`src/rtl/cache_l1_wb.sv`:
```
// cache_l1_wb: direct-mapped, write-back, write-allocate L1 cache controller,
// one word per line, sitting between a CPU request port and the next memory level.
// Optional hit/miss statistics are enabled by defining the macro STATS_EN;
// without it o_hit_count/o_miss_count are tied to zero.
//
// state      | meaning
// -----------+-----------------------------------------------------------
// IDLE       | ready for a request
// COMPARE    | tag lookup on the registered request; hits answer here
// WRITEBACK  | evicting a dirty victim line to the next level
// FILL       | fetching the requested word from the next level
// RESPOND    | applying the request to the filled line and answering
module cache_l1_wb #(
    parameter int ADDR_W  = 16,
    parameter int DATA_W  = 16,
    parameter int INDEX_W = 3
) (
    input  logic              i_clock,
    input  logic              i_reset,
    input  logic              i_req_valid,
    input  logic              i_req_write,
    input  logic [ADDR_W-1:0] i_req_addr,
    input  logic [DATA_W-1:0] i_req_wdata,
    output logic              o_req_ready,
    output logic              o_resp_valid,
    output logic [DATA_W-1:0] o_resp_rdata,
    output logic              o_resp_hit,
    output logic              o_mem_req,
    output logic              o_mem_write,
    output logic [ADDR_W-1:0] o_mem_addr,
    output logic [DATA_W-1:0] o_mem_wdata,
    input  logic              i_mem_ack,
    input  logic [DATA_W-1:0] i_mem_rdata,
    output logic [15:0]       o_hit_count,
    output logic [15:0]       o_miss_count
);

    localparam int LINES = 1 << INDEX_W;
    localparam int TAG_W = ADDR_W - INDEX_W;

    localparam logic [2:0] S_IDLE      = 3'd0;
    localparam logic [2:0] S_COMPARE   = 3'd1;
    localparam logic [2:0] S_WRITEBACK = 3'd2;
    localparam logic [2:0] S_FILL      = 3'd3;
    localparam logic [2:0] S_RESPOND   = 3'd4;

    logic [2:0]        r_state;
    logic [ADDR_W-1:0] r_addr;
    logic [DATA_W-1:0] r_wdata;
    logic              r_write;
    logic [LINES-1:0]  r_valid;
    logic [LINES-1:0]  r_dirty;
    logic [TAG_W-1:0]  r_tag  [LINES];
    logic [DATA_W-1:0] r_data [LINES];

    logic              r_resp_valid;
    logic [DATA_W-1:0] r_resp_rdata;
    logic              r_resp_hit;
    logic              r_mem_req;
    logic              r_mem_write;
    logic [ADDR_W-1:0] r_mem_addr;
    logic [DATA_W-1:0] r_mem_wdata;

    logic [INDEX_W-1:0] w_idx;
    logic [TAG_W-1:0]   w_tag;
    logic               w_hit;
    logic               w_mem_done;

    assign w_idx      = r_addr[INDEX_W-1:0];
    assign w_tag      = r_addr[ADDR_W-1:INDEX_W];
    assign w_hit      = r_valid[w_idx] && (r_tag[w_idx] == w_tag);
    // an ack only counts while a transaction is actually outstanding
    assign w_mem_done = i_mem_ack && r_mem_req;

    assign o_req_ready  = (r_state == S_IDLE);
    assign o_resp_valid = r_resp_valid;
    assign o_resp_rdata = r_resp_rdata;
    assign o_resp_hit   = r_resp_hit;
    assign o_mem_req    = r_mem_req;
    assign o_mem_write  = r_mem_write;
    assign o_mem_addr   = r_mem_addr;
    assign o_mem_wdata  = r_mem_wdata;

    // Controller FSM, request capture, line state bits and registered outputs
    always_ff @(posedge i_clock) begin
        if (i_reset) begin
            r_state      <= S_IDLE;
            r_addr       <= '0;
            r_wdata      <= '0;
            r_write      <= 1'b0;
            r_valid      <= '0;
            r_dirty      <= '0;
            r_resp_valid <= 1'b0;
            r_resp_rdata <= '0;
            r_resp_hit   <= 1'b0;
            r_mem_req    <= 1'b0;
            r_mem_write  <= 1'b0;
            r_mem_addr   <= '0;
            r_mem_wdata  <= '0;
        end else begin
            r_resp_valid <= 1'b0;
            case (r_state)
                S_IDLE: begin
                    if (i_req_valid) begin
                        r_addr  <= i_req_addr;
                        r_wdata <= i_req_wdata;
                        r_write <= i_req_write;
                        r_state <= S_COMPARE;
                    end
                end
                S_COMPARE: begin
                    if (w_hit) begin
                        r_resp_valid <= 1'b1;
                        r_resp_hit   <= 1'b1;
                        r_resp_rdata <= r_write ? '0 : r_data[w_idx];
                        if (r_write) begin
                            r_dirty[w_idx] <= 1'b1;
                        end
                        r_state <= S_IDLE;
                    end else if (r_valid[w_idx] && r_dirty[w_idx]) begin
                        r_mem_req   <= 1'b1;
                        r_mem_write <= 1'b1;
                        r_mem_addr  <= {r_tag[w_idx], w_idx};
                        r_mem_wdata <= r_data[w_idx];
                        r_state     <= S_WRITEBACK;
                    end else begin
                        r_mem_req   <= 1'b1;
                        r_mem_write <= 1'b0;
                        r_mem_addr  <= r_addr;
                        r_state     <= S_FILL;
                    end
                end
                S_WRITEBACK: begin
                    // mem_req stays high straight into the fill
                    if (w_mem_done) begin
                        r_mem_write <= 1'b0;
                        r_mem_addr  <= r_addr;
                        r_state     <= S_FILL;
                    end
                end
                S_FILL: begin
                    if (w_mem_done) begin
                        r_mem_req      <= 1'b0;
                        r_valid[w_idx] <= 1'b1;
                        r_dirty[w_idx] <= 1'b0;
                        r_state        <= S_RESPOND;
                    end
                end
                S_RESPOND: begin
                    r_resp_valid   <= 1'b1;
                    r_resp_hit     <= 1'b0;
                    r_resp_rdata   <= r_write ? '0 : r_data[w_idx];
                    r_dirty[w_idx] <= r_write;
                    r_state        <= S_IDLE;
                end
                default: begin
                    r_state <= S_IDLE;
                end
            endcase
        end
    end

    // Tag and data arrays: no reset, validity is tracked by r_valid
    always_ff @(posedge i_clock) begin
        if (!i_reset) begin
            if ((r_state == S_COMPARE) && w_hit && r_write) begin
                r_data[w_idx] <= r_wdata;
            end
            if ((r_state == S_FILL) && w_mem_done) begin
                r_tag[w_idx]  <= w_tag;
                r_data[w_idx] <= i_mem_rdata;
            end
            if ((r_state == S_RESPOND) && r_write) begin
                r_data[w_idx] <= r_wdata;
            end
        end
    end

`ifdef STATS_EN
    logic        w_resp_fire;
    logic        w_resp_is_hit;
    logic [15:0] r_hit_count;
    logic [15:0] r_miss_count;

    assign w_resp_fire   = ((r_state == S_COMPARE) && w_hit) || (r_state == S_RESPOND);
    assign w_resp_is_hit = (r_state == S_COMPARE);

    // Saturating hit/miss counters, one step per response
    always_ff @(posedge i_clock) begin
        if (i_reset) begin
            r_hit_count  <= '0;
            r_miss_count <= '0;
        end else if (w_resp_fire) begin
            if (w_resp_is_hit) begin
                if (r_hit_count != 16'hFFFF) begin
                    r_hit_count <= r_hit_count + 16'd1;
                end
            end else begin
                if (r_miss_count != 16'hFFFF) begin
                    r_miss_count <= r_miss_count + 16'd1;
                end
            end
        end
    end

    assign o_hit_count  = r_hit_count;
    assign o_miss_count = r_miss_count;
`else
    assign o_hit_count  = 16'd0;
    assign o_miss_count = 16'd0;
`endif

endmodule
```
`config.mk`:
```
export PLATFORM = sky130hd
export DESIGN_NAME = cache_l1_wb
export DESIGN_NICKNAME = d
export VERILOG_FILES = /design/src/rtl/cache_l1_wb.sv
export SDC_FILE = /design/constraint.sdc
export NUM_CORES = 1
export LEC_CHECK = 0
export ABC_AREA = 1
export CAP_MARGIN = 25
export CORE_MARGIN = 4
export CORE_UTILIZATION = 55
export DETAILED_ROUTE_END_ITERATION = 12
export HOLD_SLACK_MARGIN = 0.02
export PLACE_DENSITY = 0.77
export SYNTH_ARGS = -nofsm -noshare
export SYNTH_HDL_FRONTEND = slang
export SYNTH_SLANG_ARGS = --single-unit
export TNS_END_PERCENT = 100
```
`constraint.sdc`:
```
create_clock -name i_clock -period 3.3 [get_ports i_clock]
set_input_delay 0.495 -clock i_clock [delete_from_list [all_inputs] [get_ports i_clock]]
set_output_delay 0.495 -clock i_clock [all_outputs]
set_load 0.02 [all_outputs]
```
==> results.md, run 1 <==
* CTS resizes at 0
* Violation count after the first detailed-routing iteration at 1285
* FF/Latch Area at approximately 0.009 mm²
* Flops & latches, synth at approximately 340
* CP arrival at roughly 3.2 ns
* Antenna Cells at 0
* Largest delay contributor family on the critical path: simple AND/OR/NAND/NOR gates
* WL final at 37500 µm
* Mapped cell area at 0.0145 mm²
* Post-route clock skew at 0.0255 ns
* Port bufs at 105
* CP Buf/Inv Count at 4
* Vias at approximately 11000
* Peak supply drop at about 0.00047 V
* Tot Pwr at about 0.011 W
* Synth cell types at 32
* RSZ-0062 raised after global routing: no
* Chip Width at roughly 170 µm
* Final Non-Filler Cells at approximately 2000
* First-pass DRT Iterations at 8
* Worst path slowest cell: dfxtp_4
* LEAKAGE at about 6.6 nW
* Fmax at 333 MHz
* Clk buf depth at 3
* Via/cell ratio at ~5.6
* Clk_lat worst skew at 0.52 ns
* Vias in the first global route at about 11000
* GRT Total Usage at 25.4%
* Req. time, crit path at 3.49 ns
* Area growth syn-to-layout at 18.5%
* Gr ovfl total at 0
* CP cell instances: inv_2, buf_12, nand2_1, nand2_1, nand2_1, nand3_1, nand2_1, nand2_1, nand4_1, nor3_1, nand4_1, buf_4, a21oi_2, buf_4
* Hold_ws at about 0.45 ns
* CTS tree: built
* Max Slew Vio Count at 0
* Post-Place Worst Slack at between 0.4 and 0.5 ns
* Largest net degree at the start of global routing at 120
* # IOs at around 140
* Worst setup SP type: flip-flop
* Multi-input logic area at between 0.004 and 0.005 mm²
* Cts hold-fix bufs at 0
* Layout Nets at approximately 1700
* Placed insts at slightly below 2000
* CP Max Fanout at approximately 110
* Max Cap Viol at 0
* Cts bufs inserted at 36
* Seq/Total Area, Yosys at 62.9%
* Most used cell, CP: nand2_1
* Final HPWL DP at 23800 µm
* Worst-Margin Slew at approximately 0.92 ns
* Fin crit share at approximately nine tenths
* P per Cell Area at 658 mW/mm²
* Layout fillers at approximately 2000
* Initial Util at 55.7%
* Routability cong. at approximately 0.9
* Final ANT Viol Nets at 0
* Wire length per cell at around 19 µm
* CTS Sinks at roughly 340
* H-tree lvl count at 2
* Root Buffer: clkbuf_16
* Kind of end point of the critical path: flip-flop
* Antenna violations before repair at 0
* Core Area at around 0.026 mm²
* Slew Limit Headroom at between 30% and 40%
* Clock transition at the registers of the reported paths at ~0.06 ns
* Minimum clock period at 3.00 ns
* Hold Crit Start: r_wdata[13]$_SDFFE_PP0P_
* Die area at 0.0290 mm²
* First-pass GRT wire length at between 50000 and 60000 µm
* Worst min path class: flip-flop to flip-flop
* Cells after Synth at 1525
* Post-CTS Setup Repair Bufs at 0
* Core Rows at between 50 and 60
* Number of warnings printed during yosys synthesis at 0
* # setup viols final at 0
* Final hold viol count at 0
* Final WS setup at about 0.3 ns
* Layout cells sized above 1 at between 8 and 9%
* Average size of a mapped cell at between 9 and 10 µm²
* Crit Path Category: flip-flop to flip-flop
* Residual DRC at 0
* Die H at around 170 µm
* TNS Setup at 0 ns
* Status: finished clean
* Worst path max stage delay at about 0.35 ns
[worst paths after layout]
check	slack, ns	cells past startpoint	endpoint
min	0.45	2	r_wdata[13]$_SDFFE_PP0P_
max	0.30	14	r_data[5][2]$_DFFE_PP_
max reg2reg	0.30	14	r_data[5][2]$_DFFE_PP_
min reg2reg	0.45	2	r_wdata[13]$_SDFFE_PP0P_
[flip-flops by register name, indices dropped and copies added, names as in the netlist, named ones only]
signal        flops
o_resp_rdata     16
o_resp_hit        1
o_mem_req         1
o_mem_wdata      16
o_mem_write       1
r_valid           8
o_mem_addr       16
r_tag           104
r_dirty           8
r_data          128
r_write           1
r_addr           16
r_state           3
o_resp_valid      1
r_wdata          16
[routing by layer]
layer  GRT usage (%)  wire length, µm  vias to the layer above
met4            9.10             1160                        0
met5               0                0                        -
li1                -                -                     5303
met3            5.51             4080                       74
met1            35.7            15200                     5193
met2            39.4            17000                      641
[per-stage QoR]
stage | util, % | cell area, µm²
4_1_cts | 66.1 | 17200
3_3_place_gp | 61.3 | 15900
3_5_place_dp | 61.3 | 15900
2_1_floorplan | - | 14600
5_1_grt | 66.1 | 17200
6_report | 66.1 | 17200
[cells in the mapped netlist (all sizes together)]
library cell	count	share of area, %
nor2	129	3.4
a21oi	86	3.0
o211ai	8	0.41
dfxtp	107	15
nor3	5	0.24
inv	153	4.0
o211a	1	0.069
o21ai	165	5.7
nand2	345	9.1
a211oi	1	0.086
nand3	132	4.7
conb	1	0.026
o311ai	1	0.060
o22ai	35	1.5
clkbuf	46	1.2
edfxtp	232	48
a22oi	1	0.052
buf	67	3.2
nand4	6	0.26
a31oi	4	0.17
[cell type report]
cell class / count / share of cell area, %
tap: 335 / 2.44
clock buffer: 48 / 5.81
timing repair buffer: 160 / 8.75
inverter: 153 / 3.35
sequential: 339 / 53.1
multi-input combinational: 951 / 25.1
clock inverter: 17 / 1.44
[tightest hold or removal path: stages, from the launching register on]
cell	delay [ns]
dfxtp_1	0.30
inv_1	0.06
a21oi_1	0.05
[cell usage in the layout (no fill, tap or decap), types with 8 or more instances in the layout]
master           netlist  layout
a21oi_1               86      78
a21oi_2                0       8
buf_4                 35      52
clkbuf_1              46       8
clkbuf_16              0      37
clkdlybuf4s50_1        0     105
conb_1                 1      32
dfxtp_1              107     105
edfxtp_1             232     232
inv_1                149     148
nand2_1              341     340
nand3_1              130     130
nor2_1               127     127
o211ai_1               8       8
o21ai_0              139     139
o21ai_1               25      25
o22ai_1               35      35
[cells by family (layout without fill, tap and decap cells)]
logic type,Yosys count,in the layout,synth area share (%)
compound gates,302,302,11.1
simple gates,617,617,17.7
flops,339,339,62.9
buf+inv,266,378,8.35
other cells,1,32,0.0259
[power breakdown]
part | internal, W | switching, W
registers | 0.00480 | 0.000157
logic | 0.000668 | 0.00147
clock network | 0.00260 | 0.00160
Note: power is estimated with default switching activity, not from simulation.
==> run 2, diff against run 1 <==
--- a/config.mk
+++ b/config.mk
@@ -12,6 +12,7 @@
 export DETAILED_ROUTE_END_ITERATION = 12
 export HOLD_SLACK_MARGIN = 0.02
 export PLACE_DENSITY = 0.77
+export SLEW_MARGIN = 15
 export SYNTH_ARGS = -nofsm -noshare
 export SYNTH_HDL_FRONTEND = slang
 export SYNTH_SLANG_ARGS = --single-unit
==> results of run 2 <==
Final layout, timing and power as in run 1 (identical DEF).
